File: src/rtl/auto_step_counter_if.sv
// rtl/auto_step_counter_if.sv - control and status bundle for the auto step counter
interface auto_step_counter_if #(
  parameter int WIDTH  = 8,
  parameter int DIGITS = 3
);
  logic                  enable;
  logic                  pause;
  logic                  dir;
  logic                  mode;
  logic [WIDTH-1:0]      step;
  logic [WIDTH-1:0]      count;
  logic [4*DIGITS-1:0]   bcd;
  logic                  bcd_valid;
  logic                  count_reached;
  logic                  wrapped;
  logic                  tick;

  modport master (
    output enable, pause, dir, mode, step,
    input  count, bcd, bcd_valid, count_reached, wrapped, tick
  );

  modport slave (
    input  enable, pause, dir, mode, step,
    output count, bcd, bcd_valid, count_reached, wrapped, tick
  );
endinterface

File: src/rtl/auto_step_counter.sv
// rtl/auto_step_counter.sv - tick-paced saturating/wrapping step counter with sequential BCD readout
module auto_step_counter #(
  parameter int WIDTH    = 8,
  parameter int CLK_FREQ = 50_000_000,
  parameter int TICK_HZ  = 1,
  parameter int LIMIT    = 150,
  parameter int DIGITS   = 3
) (
  input  logic                  clk,
  input  logic                  reset,
  auto_step_counter_if.slave    io
);
  localparam int DIV = CLK_FREQ / TICK_HZ;
  localparam int DW  = $clog2(DIV);
  localparam int CW  = $clog2(WIDTH + 1);
  localparam int BW  = 4 * DIGITS;
  localparam longint WMAX = longint'(1) << WIDTH;
  localparam longint DMAX = longint'(10) ** DIGITS;
  localparam logic [WIDTH-1:0] LIM      = WIDTH'(LIMIT);
  localparam logic [DW-1:0]    DIV_LAST = DW'(DIV - 1);
  localparam logic [CW-1:0]    SHIFTS   = CW'(WIDTH);

  if ((LIMIT < 0) || (longint'(LIMIT) >= WMAX) || (longint'(LIMIT) >= DMAX) ||
      (DIV < WIDTH + 2)) begin : g_bad_params
    $error("auto_step_counter: illegal LIMIT/WIDTH/DIGITS/DIV combination");
  end

  typedef enum logic {CONV_IDLE, CONV_RUN} conv_e;

  conv_e            cs_q, cs_d;
  logic [DW-1:0]    div_q, div_d;
  logic             tick_q, tick_d;
  logic [WIDTH-1:0] count_q, count_d;
  logic             reached_q, reached_d;
  logic             wrapped_q, wrapped_d;
  logic [WIDTH-1:0] bin_q, bin_d;
  logic [BW-1:0]    work_q, work_d;
  logic [BW-1:0]    bcd_q, bcd_d;
  logic             valid_q, valid_d;
  logic [CW-1:0]    cnt_q, cnt_d;
  logic [WIDTH:0]   sum;
  logic [WIDTH-1:0] term, start;
  logic [BW-1:0]    adj;
  logic             load;

  always_comb begin
    div_d  = (div_q == DIV_LAST) ? '0 : div_q + 1'b1;
    tick_d = (div_q == DIV_LAST);
  end

  always_comb begin
    term      = io.dir ? '0 : LIM;
    start     = io.dir ? LIM : '0;
    sum       = {1'b0, count_q} + {1'b0, io.step};
    count_d   = count_q;
    wrapped_d = 1'b0;
    if (!io.enable) begin
      count_d = start;
    end else if (!io.pause && tick_q) begin
      if (count_q == term) begin
        if (io.mode) begin
          count_d   = start;
          wrapped_d = 1'b1;
        end
      end else if (!io.dir) begin
        count_d = (sum >= {1'b0, LIM}) ? LIM : sum[WIDTH-1:0];
      end else begin
        count_d = (io.step >= count_q) ? '0 : count_q - io.step;
      end
    end
    reached_d = (count_d == term);
    load      = (count_d != count_q);
  end

  // Converter FSM: any count change (re)loads it, so a stale result is never committed
  always_ff @(posedge clk or negedge reset) begin
    if (!reset) cs_q <= CONV_IDLE;
    else        cs_q <= cs_d;
  end

  always_comb begin
    cs_d = cs_q;
    if (load)                                   cs_d = CONV_RUN;
    else if (cs_q == CONV_RUN && cnt_q == SHIFTS) cs_d = CONV_IDLE;
  end

  always_comb begin
    bin_d   = bin_q;
    work_d  = work_q;
    bcd_d   = bcd_q;
    valid_d = valid_q;
    cnt_d   = cnt_q;
    adj     = work_q;
    if (load) begin
      bin_d   = count_d;
      work_d  = '0;
      cnt_d   = '0;
      valid_d = 1'b0;
    end else if (cs_q == CONV_RUN) begin
      if (cnt_q == SHIFTS) begin
        bcd_d   = work_q;
        valid_d = 1'b1;
      end else begin
        for (int i = 0; i < DIGITS; i++) begin
          if (adj[4*i +: 4] >= 4'd5) adj[4*i +: 4] = adj[4*i +: 4] + 4'd3;
        end
        work_d = {adj[BW-2:0], bin_q[WIDTH-1]};
        bin_d  = bin_q << 1;
        cnt_d  = cnt_q + 1'b1;
      end
    end
  end

  always_ff @(posedge clk or negedge reset) begin
    if (!reset) begin
      div_q     <= '0;
      tick_q    <= 1'b0;
      count_q   <= '0;
      reached_q <= 1'b0;
      wrapped_q <= 1'b0;
      bin_q     <= '0;
      work_q    <= '0;
      bcd_q     <= '0;
      valid_q   <= 1'b1;
      cnt_q     <= '0;
    end else begin
      div_q     <= div_d;
      tick_q    <= tick_d;
      count_q   <= count_d;
      reached_q <= reached_d;
      wrapped_q <= wrapped_d;
      bin_q     <= bin_d;
      work_q    <= work_d;
      bcd_q     <= bcd_d;
      valid_q   <= valid_d;
      cnt_q     <= cnt_d;
    end
  end

  assign io.count         = count_q;
  assign io.bcd           = bcd_q;
  assign io.bcd_valid     = valid_q;
  assign io.count_reached = reached_q;
  assign io.wrapped       = wrapped_q;
  assign io.tick          = tick_q;
endmodule

File: src/flat_wrapper.sv
// flat-port wrapper written by rule: the top's interface ports become plain ports
module auto_step_counter_flat 
#(
  parameter int WIDTH    = 8,
  parameter int CLK_FREQ = 50_000_000,
  parameter int TICK_HZ  = 1,
  parameter int LIMIT    = 150,
  parameter int DIGITS   = 3
)
  (clk, reset, io_enable, io_pause, io_dir, io_mode, io_step, io_count, io_bcd, io_bcd_valid, io_count_reached, io_wrapped, io_tick);
  auto_step_counter_if #(.WIDTH(WIDTH), .DIGITS(DIGITS)) io_i ();
  input  logic clk;
  input  logic reset;
  input wire logic [$bits(io_i.enable)-1:0] io_enable;
  input wire logic [$bits(io_i.pause)-1:0] io_pause;
  input wire logic [$bits(io_i.dir)-1:0] io_dir;
  input wire logic [$bits(io_i.mode)-1:0] io_mode;
  input wire logic [$bits(io_i.step)-1:0] io_step;
  output wire logic [$bits(io_i.count)-1:0] io_count;
  output wire logic [$bits(io_i.bcd)-1:0] io_bcd;
  output wire logic [$bits(io_i.bcd_valid)-1:0] io_bcd_valid;
  output wire logic [$bits(io_i.count_reached)-1:0] io_count_reached;
  output wire logic [$bits(io_i.wrapped)-1:0] io_wrapped;
  output wire logic [$bits(io_i.tick)-1:0] io_tick;
  assign io_i.enable = io_enable;
  assign io_i.pause = io_pause;
  assign io_i.dir = io_dir;
  assign io_i.mode = io_mode;
  assign io_i.step = io_step;
  assign io_count = io_i.count;
  assign io_bcd = io_i.bcd;
  assign io_bcd_valid = io_i.bcd_valid;
  assign io_count_reached = io_i.count_reached;
  assign io_wrapped = io_i.wrapped;
  assign io_tick = io_i.tick;
  auto_step_counter #(.WIDTH(WIDTH), .CLK_FREQ(CLK_FREQ), .TICK_HZ(TICK_HZ), .LIMIT(LIMIT), .DIGITS(DIGITS)) u_core (.clk(clk), .reset(reset), .io(io_i));
endmodule
File: config.mk
export PLATFORM = sky130hd
export DESIGN_NAME = auto_step_counter_flat
export DESIGN_NICKNAME = d
export VERILOG_FILES = /design/src/rtl/auto_step_counter_if.sv /design/src/rtl/auto_step_counter.sv /design/src/flat_wrapper.sv
export SDC_FILE = /design/constraint.sdc
export NUM_CORES = 1
export LEC_CHECK = 0
export BUFFER_PORTS_ARGS = -buffer_cell sky130_fd_sc_hd__buf_2
export CAP_MARGIN = 25
export CORE_MARGIN = 8
export CORE_UTILIZATION = 61
export CTS_CLUSTER_DIAMETER = 30
export DETAILED_ROUTE_END_ITERATION = 10
export PLACE_DENSITY = 0.79
export RECOVER_POWER = 50
export SLEW_MARGIN = 20
export SYNTH_ARGS = -nofsm -noshare
export SYNTH_HDL_FRONTEND = slang
export SYNTH_SLANG_ARGS = --single-unit
File: constraint.sdc
create_clock -name clk -period 4.95 [get_ports clk]
set_clock_uncertainty 0.15 [all_clocks]
set_input_delay 0.2475 -clock clk [delete_from_list [all_inputs] [get_ports clk]]
set_output_delay 0.2475 -clock clk [all_outputs]
set_load 0.05 [all_outputs]
==> flow_summary.json <==
{
  "status": "finished, violations left",
  "violations": "max-capacitance violations, max-slew violations",
  "n_antenna_cell": 0,
  "grt_max_degree": 76,
  "cts_sinks": 75,
  "post-cts-setup-buffer-count": 0,
  "yosysUniqueCellTypes": 68,
  "fillers": 659,
  "vias_per_cell": 6.09,
  "wl_per_cell_um": 16.6,
  "crit_path_max_fanout": 13,
  "grtUsageTotal_pct": 21.2,
  "io_pins": 38,
  "place_area_um2": 5250,
  "worst_pin_slew_ns": 2.58,
  "cap_violations": 1,
  "synth_top_cell_area_share_pct": 37.4,
  "grt_antenna_before_repair": 0,
  "design_area_um2": 5470,
  "min_period_over_period_pct": 92.4,
  "startpoint_type": "flop",
  "clkTransAtPathRegs_ns": 0.08,
  "htree_levels": 3,
  "slowest_delay_ns": 0.57,
  "slew_headroom_pct": -71.9,
  "coreArea_um2": 8050,
  "critPathKind": "reg -> reg",
  "port_buffers": 37,
  "dp_hpwl_mm": 8.44,
  "vias": 4263,
  "grt_first_pass_wirelength_mm": 19.8,
  "ir_drop_mv": 0.223,
  "async_flop_share_pct": 100,
  "powerDensity_nw_per_um2": 269,
  "ys_seq_elements": 75,
  "clock_latency_ns": 0.35,
  "synth_edf_count": 0,
  "synth_flop_cell": "dfrtp_1",
  "syn_area_um2": 4950,
  "cts_tree": "built",
  "syn_area_per_cell_um2": 8.94,
  "stdcell_count": 700,
  "numCtsBuffers": 9,
  "grt_overflow": 0,
  "gp_congestion": 0.999,
  "root_buffer": "clkbuf_8",
  "setup_tns_ns": 0,
  "fmax_ghz": 0.219,
  "slew_viol_final": 58,
  "area_delta_synth_final_pct": 10.5,
  "dr.pass1.iters": 4,
  "cp.required_ns": 5.03,
  "ys_seq_area_share_pct": 37.9,
  "place_inst": 682,
  "first_global_vias": 4217,
  "cp-end-kind": "flop",
  "drive_above_1_share_pct": 13.3,
  "synthesis.instances": 554,
  "rows": 33,
  "hold_violations": 0,
  "fin_crit_ns": 4.57,
  "die_area_um2": 11300,
  "die_y_um": 106,
  "die_w_um": 106,
  "drtIter0Drc": 294,
  "initial_core_util_pct": 61.5,
  "routed_wl_mm": 11.6,
  "yosysTopAreaCell": "dfrtp_1",
  "leakagePower_nw": 2.63,
  "antenna_left": 0,
  "setup_viol_count_final": 0,
  "path_cells": "ha_1 > fa_1 > nand2b_1 > a2111oi_2 > or3_1 > xnor2_1 > nor2_1 > a211oi_1 > mux2i_1 > nor4_4 > nand2_1 > buf_4 > mux2_2",
  "crit_slowest_cell": "nor4_4",
  "grt_setup_unrepaired": "false",
  "hold_path.class": "in -> reg",
  "cts.path.max_buffers": 2,
  "drc": 0,
  "synth_fp_nets": 595,
  "fin_nets": 631,
  "ys.warnings.count": 0,
  "yosys-top-cells-area": "dfrtp_1, ha_1, nor2_1, xor2_1, nand2_1",
  "worstPathArrival_ns": 4.65
}
-- repair_timing --
| item | in CTS | in global routing |
|---|---|---|
| endpoints found under the hold margin | 74 | 0 |
| gates resized for setup | 0 | 0 |
| hold buffers | 1 | 0 |
-- synthesized netlist by cell type, types with 3 or more instances --
cell type and n:
mux2_2 4, a22oi_1 3, buf_2 7, nand2b_1 7
clkbuf_1 16, dfrtp_1 74, a211oi_1 6, nand3_1 17
or3_1 4, xnor2_1 19, a41oi_1 3, nor3b_1 3
xor2_1 22, ha_1 25, nand2_1 51, nor4_1 4
nor2b_1 3, inv_1 28, mux2i_1 8, a21oi_1 36
o21a_1 4, and2_1 4, and3_1 5, mux2_4 10
o21ai_0 14, a31oi_1 8, nand4_1 13, o31ai_1 3
nor3_1 8, a21o_1 12, or4_1 4, nor2_1 81
-- cells by family (layout without fill, tap and decap cells) --
group	after synthesis	count (layout)	share of synthesized area [%]
flip-flops	75	75	37.9
buffers and inverters	53	94	4.34
XOR/XNOR	41	41	7.25
adder cells (fa/ha/maj)	27	27	7.12
multiplexers	22	22	5.56
AO/OA/AOI/OAI	116	116	16.2
AND/OR/NAND/NOR	220	220	21.6
-- critical path, delay by kind of cell (launching register included) --
kind	cells	cell delay [ns]
AOI/OAI and AO/OA	2	0.44
xor gates and xnor gates	1	0.50
adders and majority gates	2	0.70
buffers and inverters	1	0.24
DFF	1	0.50
muxes	2	0.50
and+or+nand+nor	5	1.43
-- final timing paths --
| path | end | cells after the start | slack [ns] | startpoint |
|---|---|---|---|---|
| hold reg to reg | u_core.div_q[0] | 1 | 0.31 | u_core.div_q[0] |
| max in group asynchronous | u_core.bin_q[0] | 3 | 0.95 | reset |
| hold / removal | u_core.io.wrapped | 3 | 0.02 | io_mode |
| min in group asynchronous | u_core.io.count[4] | 2 | 0.48 | reset |
| setup / recovery | u_core.bin_q[3] | 13 | 0.38 | u_core.io.count[0] |
| setup reg to reg | u_core.bin_q[3] | 13 | 0.38 | u_core.io.count[0] |
-- area by class of cell --
class                      instances  area [µm²]  share of cell area, %
multi-input combinational        426        2870                   52.4
sequential                        75        1880                   34.3
timing repair buffer              50         275                   5.03
tap                              105         131                   2.40
clock buffer                      10         128                   2.33
inverter                          28         105                   1.92
clock inverter                     6        88.8                   1.62
-- per-stage QoR --
step	utilization, %	power [mW]	hold slack (ns)	worst slack (ns)
floorplan	-	0.883	-0.198	0.616
global placement	65.2	0.957	0.298	0.518
detailed placement	65.2	0.966	0.302	0.463
CTS	68.0	1.48	0.00351	0.432
global route	68.0	1.55	0.0398	0.137
finish	68.0	1.47	0.0201	0.377
-- power by group --
part / switching (mW) / total, mW / leakage [nW] / internal (mW)
clock: 0.227 / 0.512 / 0.103 / 0.285
combinational: 0.202 / 0.313 / 1.52 / 0.111
sequential: 0.0169 / 0.649 / 1.01 / 0.632
total: 0.446 / 1.47 / 2.63 / 1.03
-- registers in the layout, summed over array words and instances, names as in the netlist --
| signal | flops |
|---|---|
| u_core.io.bcd_valid | 1 |
| u_core.cnt_q | 4 |
| u_core.io.wrapped | 1 |
| u_core.work_q | 12 |
| u_core.io.bcd | 12 |
| u_core.io.tick | 1 |
| u_core.cs_q | 1 |
| u_core.bin_q | 8 |
| u_core.div_q | 26 |
| u_core.io.count | 8 |
| u_core.io.count_reached | 1 |
-- metal layers --
metal | wire, µm | track usage, % | vias to the layer above
li1 | - | - | 2028
met4 | 196 | 7.74 | 0
met1 | 5100 | 27.6 | 2068
met2 | 5620 | 34.3 | 148
met5 | 0 | 0 | -
met3 | 671 | 4.48 | 19
-- cell usage in the layout (no fill, tap or decap), types with 14 or more instances in the layout --
master   count
nor2_1      81
dfrtp_1     74
nand2_1     51
a21oi_1     36
inv_1       28
buf_2       27
ha_1        25
xor2_1      22
xnor2_1     19
nand3_1     17
o21ai_0     14
No activity file was read; power rests on OpenSTA's default activity.
